## src/rtl/sp_mem_ctrl_v2.sv

```systemverilog
// sp_mem_ctrl_v2: parametrised single-port word memory behind a valid/ready
// request port, with a registered one-cycle response port.
//   - byte-enable writes, write-data loopback, out-of-range detection
//   - sticky error with explicit clear, hardware zeroing sweep after reset
// Optional feature macro: SPMEM_PARITY_EN adds one even-parity bit per word,
// a par_inj_i input that corrupts the stored parity on a write, and parity
// checking on reads.
//
// Handshake: a request is accepted on a rising clk edge where
// req_valid_i && req_ready_o. req_ready_o depends only on the controller
// state (never on req_valid_i). Every accepted request produces exactly one
// rsp_valid_o pulse in the following cycle. There is no response
// backpressure, so the consumer must take the response in that cycle.
module sp_mem_ctrl_v2 #(
  parameter int DATA_WIDTH = 16,
  parameter int DEPTH      = 16,
  parameter int ADDR_WIDTH = 5,
  localparam int BE_WIDTH  = DATA_WIDTH / 8
) (
  input  logic                  clk,
  input  logic                  reset,
  input  logic                  req_valid_i,
  output logic                  req_ready_o,
  input  logic                  req_wr_i,
  input  logic [ADDR_WIDTH-1:0] req_addr_i,
  input  logic [DATA_WIDTH-1:0] req_wdata_i,
  input  logic [BE_WIDTH-1:0]   req_be_i,
  output logic                  rsp_valid_o,
  output logic [DATA_WIDTH-1:0] rsp_rdata_o,
  output logic                  rsp_err_o,
  input  logic                  wr_loop_en_i,
  output logic [DATA_WIDTH-1:0] wr_loop_data_o,
  input  logic                  err_clr_i,
  output logic                  error_o,
`ifdef SPMEM_PARITY_EN
  input  logic                  par_inj_i,
`endif
  output logic [1:0]            state_o
);

  // Width of a word index inside the array.
  localparam int IDX_W = $clog2(DEPTH);
  // DEPTH expressed one bit wider than the address so DEPTH == 2**ADDR_WIDTH
  // still compares correctly.
  localparam logic [ADDR_WIDTH:0] DEPTH_LIM = (ADDR_WIDTH + 1)'(DEPTH);
  localparam logic [IDX_W-1:0]    LAST_IDX  = IDX_W'(DEPTH - 1);

  typedef enum logic [1:0] {
    ST_INIT  = 2'd0,
    ST_IDLE  = 2'd1,
    ST_ERROR = 2'd2
  } state_e;

  state_e state_q, state_d;

  logic [IDX_W-1:0]      cnt_q, cnt_d;
  logic                  rsp_valid_q, rsp_valid_d;
  logic                  rsp_err_q, rsp_err_d;
  logic [DATA_WIDTH-1:0] rsp_rdata_q, rsp_rdata_d;
  logic                  error_q, error_d;
  logic [DATA_WIDTH-1:0] wr_loop_q, wr_loop_d;

  // Storage array; not reset, the INIT sweep zeroes it instead.
  logic [DATA_WIDTH-1:0] mem_q [DEPTH];

  logic                  mem_we;
  logic [IDX_W-1:0]      mem_waddr;
  logic [DATA_WIDTH-1:0] mem_wdata;

  logic [IDX_W-1:0]      req_idx;
  logic                  in_range;
  logic [DATA_WIDTH-1:0] rd_word;
  logic [DATA_WIDTH-1:0] merged;
  logic                  rd_bad;

`ifdef SPMEM_PARITY_EN
  logic par_mem_q [DEPTH];
  logic mem_wpar;
`endif

  assign req_idx  = req_addr_i[IDX_W-1:0];
  assign in_range = ({1'b0, req_addr_i} < DEPTH_LIM);
  assign rd_word  = mem_q[req_idx];

`ifdef SPMEM_PARITY_EN
  // Stored parity bit must equal the XOR of the stored word (even parity).
  assign rd_bad = (par_mem_q[req_idx] != (^rd_word));
`else
  assign rd_bad = 1'b0;
`endif

  // Byte-merge the write data over the current word under the byte enables.
  always_comb begin
    merged = rd_word;
    for (int i = 0; i < BE_WIDTH; i++) begin
      if (req_be_i[i]) begin
        merged[8*i +: 8] = req_wdata_i[8*i +: 8];
      end
    end
  end

  // Controller state register.
  always_ff @(posedge clk or negedge reset) begin
    if (!reset) begin
      state_q <= ST_INIT;
    end else begin
      state_q <= state_d;
    end
  end

  // Next state, ready, response and memory write control.
  always_comb begin
    state_d     = state_q;
    cnt_d       = cnt_q;
    rsp_valid_d = 1'b0;
    rsp_err_d   = 1'b0;
    rsp_rdata_d = rsp_rdata_q;
    error_d     = error_q;
    wr_loop_d   = wr_loop_q;
    req_ready_o = 1'b0;
    mem_we      = 1'b0;
    mem_waddr   = cnt_q;
    mem_wdata   = '0;
`ifdef SPMEM_PARITY_EN
    mem_wpar    = 1'b0;
`endif

    case (state_q)
      ST_INIT: begin
        // Zero one word per cycle; leave after the last index.
        mem_we = 1'b1;
        if (cnt_q == LAST_IDX) begin
          cnt_d   = '0;
          state_d = ST_IDLE;
        end else begin
          cnt_d = cnt_q + IDX_W'(1);
        end
      end

      ST_IDLE: begin
        req_ready_o = 1'b1;
        if (req_valid_i) begin
          rsp_valid_d = 1'b1;
          if (!in_range) begin
            // Faulting access: memory and read data stay untouched.
            rsp_err_d = 1'b1;
            error_d   = 1'b1;
            state_d   = ST_ERROR;
          end else if (req_wr_i) begin
            mem_we    = 1'b1;
            mem_waddr = req_idx;
            mem_wdata = merged;
`ifdef SPMEM_PARITY_EN
            mem_wpar  = (^merged) ^ par_inj_i;
`endif
            if (wr_loop_en_i) begin
              wr_loop_d = merged;
            end
          end else begin
            // Read data is returned even when its parity is bad.
            rsp_rdata_d = rd_word;
            if (rd_bad) begin
              rsp_err_d = 1'b1;
              error_d   = 1'b1;
              state_d   = ST_ERROR;
            end
          end
        end
      end

      ST_ERROR: begin
        if (err_clr_i) begin
          error_d = 1'b0;
          state_d = ST_IDLE;
        end
      end

      default: begin
        state_d = ST_INIT;
        cnt_d   = '0;
      end
    endcase
  end

  // Sweep counter, response and status registers.
  always_ff @(posedge clk or negedge reset) begin
    if (!reset) begin
      cnt_q       <= '0;
      rsp_valid_q <= 1'b0;
      rsp_err_q   <= 1'b0;
      rsp_rdata_q <= '0;
      error_q     <= 1'b0;
      wr_loop_q   <= '0;
    end else begin
      cnt_q       <= cnt_d;
      rsp_valid_q <= rsp_valid_d;
      rsp_err_q   <= rsp_err_d;
      rsp_rdata_q <= rsp_rdata_d;
      error_q     <= error_d;
      wr_loop_q   <= wr_loop_d;
    end
  end

  // Single write port into the data array.
  always_ff @(posedge clk) begin
    if (mem_we) begin
      mem_q[mem_waddr] <= mem_wdata;
    end
  end

`ifdef SPMEM_PARITY_EN
  // Parity bits share the data array's write port timing.
  always_ff @(posedge clk) begin
    if (mem_we) begin
      par_mem_q[mem_waddr] <= mem_wpar;
    end
  end
`endif

  assign rsp_valid_o    = rsp_valid_q;
  assign rsp_err_o      = rsp_err_q;
  assign rsp_rdata_o    = rsp_rdata_q;
  assign error_o        = error_q;
  assign wr_loop_data_o = wr_loop_q;
  assign state_o        = state_q;

endmodule

```

## config.mk

```make
export PLATFORM = sky130hd
export DESIGN_NAME = sp_mem_ctrl_v2
export DESIGN_NICKNAME = d
export VERILOG_FILES = /design/src/rtl/sp_mem_ctrl_v2.sv
export SDC_FILE = /design/constraint.sdc
export NUM_CORES = 1
export LEC_CHECK = 0
export CORE_ASPECT_RATIO = 0.8
export CORE_UTILIZATION = 54
export CTS_CLUSTER_DIAMETER = 50
export DETAILED_ROUTE_END_ITERATION = 10
export PLACE_DENSITY = 0.76
export SLEW_MARGIN = 20
export SYNTH_ARGS = -nofsm -noshare
export SYNTH_HDL_FRONTEND = slang
export SYNTH_SLANG_ARGS = --single-unit
```

## constraint.sdc

```tcl
create_clock -name clk -period 2.8 [get_ports clk]
set_clock_uncertainty 0.2 [all_clocks]
set_input_delay 0.56 -clock clk [delete_from_list [all_inputs] [get_ports clk]]
set_output_delay 0.56 -clock clk [all_outputs]
set_load 0.01 [all_outputs]
```

### Yosys cells after proc, flatten, opt, wreduce, memory -nomap -nowiden

Memory sizes are Yosys's and may differ from the RTL's.
Index checks and enable logic that the tools add are counted.

| word-level totals | value |
|---|---|
| register bits | 41 |
| RAM bits | 256 |
| input port bits | 29 |
| output and inout port bits | 38 |
| word-level logic and storage cells | 58 |
| memories kept | 1 |

Memory list:

| name | depth | bits a word | read ports | clocked after Yosys merged registers in | wr ports | line | text |
|---|---|---|---|---|---|---|---|
| mem_q | 16 | 16 | 1 | 0 | 1 | 64 | `logic [DATA_WIDTH-1:0] mem_q [DEPTH];` |

| operators by class | value |
|---|---|
| add/sub/neg operators | 1 |
| $lt $le $gt $ge | 1 |
| eq/ne operators | 7 |
| multiplexer cells | 33 |
| bitwise gates (word level) | 1 |
| reduce and logical (&&, ||, !) cells | 7 |

Operators with widths:

| cell | number |
|---|---|
| two-way mux 16 bit | 4 |
| two-way mux 4 bit | 5 |
| two-way mux 8 bit | 2 |
| two-way mux 1 bit | 14 |
| AND reduction 4 bit | 3 |
| two-way mux 2 bit | 4 |
| inequality test 2 bit (second input constant) | 4 |
| case mux 4 bit (2 select lines) | 1 |
| case mux 2 bit (3 select lines) | 1 |
| < comparator 5 bit (second input constant) | 1 |
| AND reduction 5 bit | 1 |
| adder 4 x 1 -> 4 bit (second input constant) | 1 |
| == test 4 bit (second input constant) | 1 |
| case mux 1 bit (2 select lines) | 2 |
| == test 2 x 1 -> 1 bit (second input constant) | 1 |
| == test 2 bit (second input constant) | 1 |
| logical NOT 2 bit | 1 |
| nonzero test 2 bit | 1 |
| OR reduction 2 bit | 1 |
| inverter 1 bit | 1 |

### Logic depth before layout (Yosys ltp)

| logic depth | value |
|---|---|
| depth in word-level cells | 6 |
| gate-level depth with buffers | 8 |
| depth with buffers taken out | 6 |

### Least setup slack after synthesis

No wires, ideal clock.

| timing | value |
|---|---|
| path type | register to register |
| start point | register state_q[1], in the netlist state_o[1] |
| end point | memory mem_q[12][0], enable pin |
| library setup time | 0.388 ns |
| arrival | 2.284 ns |
| data required time | 2.212 ns |
| setup slack | -0.072 ns |
| stages on the path, launching flop included | 8 |
| path buffers | 1 |
| clock period less this slack | 2.872 ns |
| cell sequence | dfrtp_1 -> inv_1 -> ha_1 -> nand4b_1 -> clkbuf_1 -> nor3_1 -> a31oi_1 -> nor2_1 |

| between the ends | value |
|---|---|
| word-level cells in the longest chain between the ends | 4 |
| elaborated cells on any way between the ends | 6 |
| classes of those cells | 1 x eq/ne; 4 x mux; 1 x reduce/logical |

Ends and longest elaborated chain:

| item | line | text |
|---|---|---|
| from (decl) | 54 | `state_e state_q, state_d;` |
| from (signal assigned) | 107 | `state_q <= state_d;` |
| == test 2 x 1 -> 1 bit or logical NOT 2 bit (tied branches) | 128 | `case (state_q)` |
| case mux 1 bit (2 select lines) | 128 |  |
| two-way mux 1 bit | 206 | `if (mem_we) begin` |
| two-way mux 1 bit (implied by the code) | 207 | `mem_q[mem_waddr] <= mem_wdata;` |
| to (decl) | 64 |  |

Several ways; a longest one is shown, not always the timed one.

### Worst setup path in the final report

| timing | value |
|---|---|
| start point | register state_q[1], in the netlist state_o[1] |
| end point | output port req_ready_o |

| between the ends | value |
|---|---|
| word-level cells in the longest chain between the ends | 2 |

Ends and longest elaborated chain:

| item | line | text |
|---|---|---|
| == test 2 x 1 -> 1 bit | 128 |  |
| two-way mux 1 bit | 128 |  |
| to (decl) | 23 | `output logic req_ready_o,` |

No other way between the ends.

==> out/results.txt <==
Final Core Density - 0.691
top cell type by total area after synthesis - edfxtp_1
Post-synth EDFFs - 256
Setup WS pre-CTS - -0.648 ns
initial antenna violation count - 0
CP max FO - 6
clk_lat worst skew - 0.55 ns
r2r setup slk - 0.12 ns
post-synthesis instance area - 12100 sq um
Final Non-Filler Cells - 1216
crit path to - req_ready_o
CTS tree - yes
clock sinks - 297
outcome - finished clean
DRC Markers - 0
final hold slack - 0.287 ns
instance count on the critical path - 4
Post-Synthesis Cells - 721
Worst Hold Class - reg -> reg
Synth Area per Inst - 16.8 sq um
area post-placement - 14100 sq um
initial DRC count - 803
cts bufs inserted - 29
Worst path top cell family by delay - buffers and inverters
global placement routability congestion - 0.898
placed cell count - 1161
Design Power - 11.4 mW
leak pwr - 5.54 nW
Total GRT Usage - 0.269
vias in the first global route - 7628
Area contributors post-synth - edfxtp_1 (64%), dfrtp_1 (8.5%), mux4_2 (7.1%), mux2i_1 (5.8%), a22oi_1 (1.6%)
final instance area - 15000 sq um
CP Buf/Inv Count - 3
syn_nets - 755
crit path launch - state_o[1]
Starting Density - 0.556
commonest non-fill, non-tap cell in the layout - edfxtp_1
Die Wd - 169 um
fin crit share - 0.971
Cell variety after synth - 38
r2r endpoint - mem_q[8][5]
#FFs+latches synth - 297
register area share after synthesis - 0.720
f_max - 368 MHz
worst path cell trace - inv_1 -> ha_1 -> buf_4 -> clkdlybuf4s50_1
RR Startpoint - state_o[1]
crit-path max cell delay - 0.53 ns
Setup TNS Final - 0 ns
n_diodes - 0
worst vdd ir - 0.839 mV
final worst path period need - 2.72 ns
Syn-to-layout area delta - 24.1%
clk buf depth - 3
top-area cell type share of the netlist area - 0.635
CP required - 2.04 ns
via-per-instance ratio - 6.13
fin nets - 927
storage element area - 8710 sq um
ys flop type - edfxtp_1
DR WL/cell - 24.1 um
Final Hold Viols - 0
post-DP HPWL - 19300 um
DR vias - 7457
Pre-antenna DRT Iters - 5
Setup Viol. Count Final - 0
WP data arrival - 1.96 ns
fin worst setup slack - 0.0824 ns
Max-slew headroom - 0.431
worst-margin pin slew - 0.851 ns
Die Ht - 136 um
most frequent cells in the layout - edfxtp_1 (256), buf_4 (94), mux2i_1 (70)
R2R depth - 8
root buf cell - clkbuf_16
first-pass GRT wire length - 45200 um
Max Slew Vio Count - 0
pwr dens - 759 nW/um^2
RSZ-0062 raised after global routing - no
layout cells sized above 1 - 0.245
Max Cap Viol - 0
Placeable Area - 21700 sq um
DRT antenna net count - 0
number of port buffers - 66
area occupied by multi-input gates - 3180 sq um
die area - 23000 sq um
Worst Setup End Kind - output port
crit path kind - reg -> out
GRT overflow - 0
H-Tree Depth - 1
FP Rows - 48
Top Ports - 67
YS warnings - 0
largest net degree at the start of global routing - 42
Worst-path clk slew - 0.06 ns
Post-CTS Setup Bufs - 0
critical path launch point type - register
Crit-path slowest cell - clkdlybuf4s50_1
asr flop ratio synth - 0.138
FILL cells - 1419
Final Routed Wirelength - 29400 um
logic make-up (layout without fill, tap and decap cells):
group / Yosys count / count (layout) / synth area share
and+or+nand+nor: 119 / 119 / 0.0452
DFF: 297 / 297 / 0.720
muxes: 113 / 113 / 0.133
AOI/OAI and AO/OA: 135 / 135 / 0.0749
adders and majority gates: 5 / 5 / 0.00517
buffers and inverters: 52 / 247 / 0.0212
report_power, final:
part           switching (mW)  leakage, nW  internal [mW]
logic                    1.15         2.15           1.08
clock network            1.63        0.430           1.96
registers               0.262         2.95           5.32
total                    3.03         5.54           8.36
final cells by class:
type / instances / share of cell area
sequential: 297 / 0.580
multi-input combinational: 372 / 0.212
timing repair buffer: 184 / 0.122
clock buffer: 34 / 0.0509
tap: 300 / 0.0250
clock inverter: 20 / 0.00792
inverter: 9 / 0.00225
registers in the layout, indices dropped and copies added (netlist names):
signal and count:
mem_q 256, cnt_q 4, rsp_err_o 1, state_o 2
rsp_valid_o 1, error_o 1, rsp_rdata_o 16, wr_loop_data_o 16
per-layer routing:
metal / share of wire / GRT usage / wire length [um] / up-vias
li1: - / - / - / 3213
met1: 0.40 / 0.373 / 11700 / 3750
met2: 0.49 / 0.445 / 14400 / 426
met3: 0.088 / 0.0399 / 2580 / 68
met4: 0.026 / 0.0871 / 765 / 0
met5: 0 / 0 / 0 / -
what timing repair did:
action,in CTS,in global routing
endpoints found under the hold margin,41,0
setup endpoints to repair,96,34
resized for setup,6,4
hold buffers,1,0
pin swaps,0,0
how the worst min path moves through the flow:
stage,from,to,slack (ns),cells after the start
finish,rsp_rdata_o[6],rsp_rdata_o[6],0.29,2
global placement,rsp_rdata_o[6],rsp_rdata_o[6],0.27,2
global route,rsp_rdata_o[6],rsp_rdata_o[6],0.33,2
detailed placement,rsp_rdata_o[3],rsp_rdata_o[3],0.27,2
CTS,rsp_rdata_o[3],rsp_rdata_o[3],0.29,2
floorplan,reset,cnt_q[0],0.06,0
synth_stat cells, drive strengths merged (2+ instances only):
cell type	count
ha	5
nor2b	4
inv	9
and3b	2
mux2i	70
clkbuf	19
nand3	2
a222oi	3
mux4	38
a22o	14
a21oi	32
dfrtp	41
o31ai	13
nor3b	6
buf	24
a22oi	26
nor3	2
and2	15
nand2	41
a31oi	31
edfxtp	256
mux2	5
nor2	43
o21ai	8
a41oi	2
worst reg2reg max path: cells and delay by family, from the launching register on:
family	cells	cell delay (ns)
simple gates	3	0.76
buf+inv	3	0.66
flops	1	0.42
fa+ha+maj	1	0.19
compound gates	1	0.13
(Power assumes the default switching activity.)
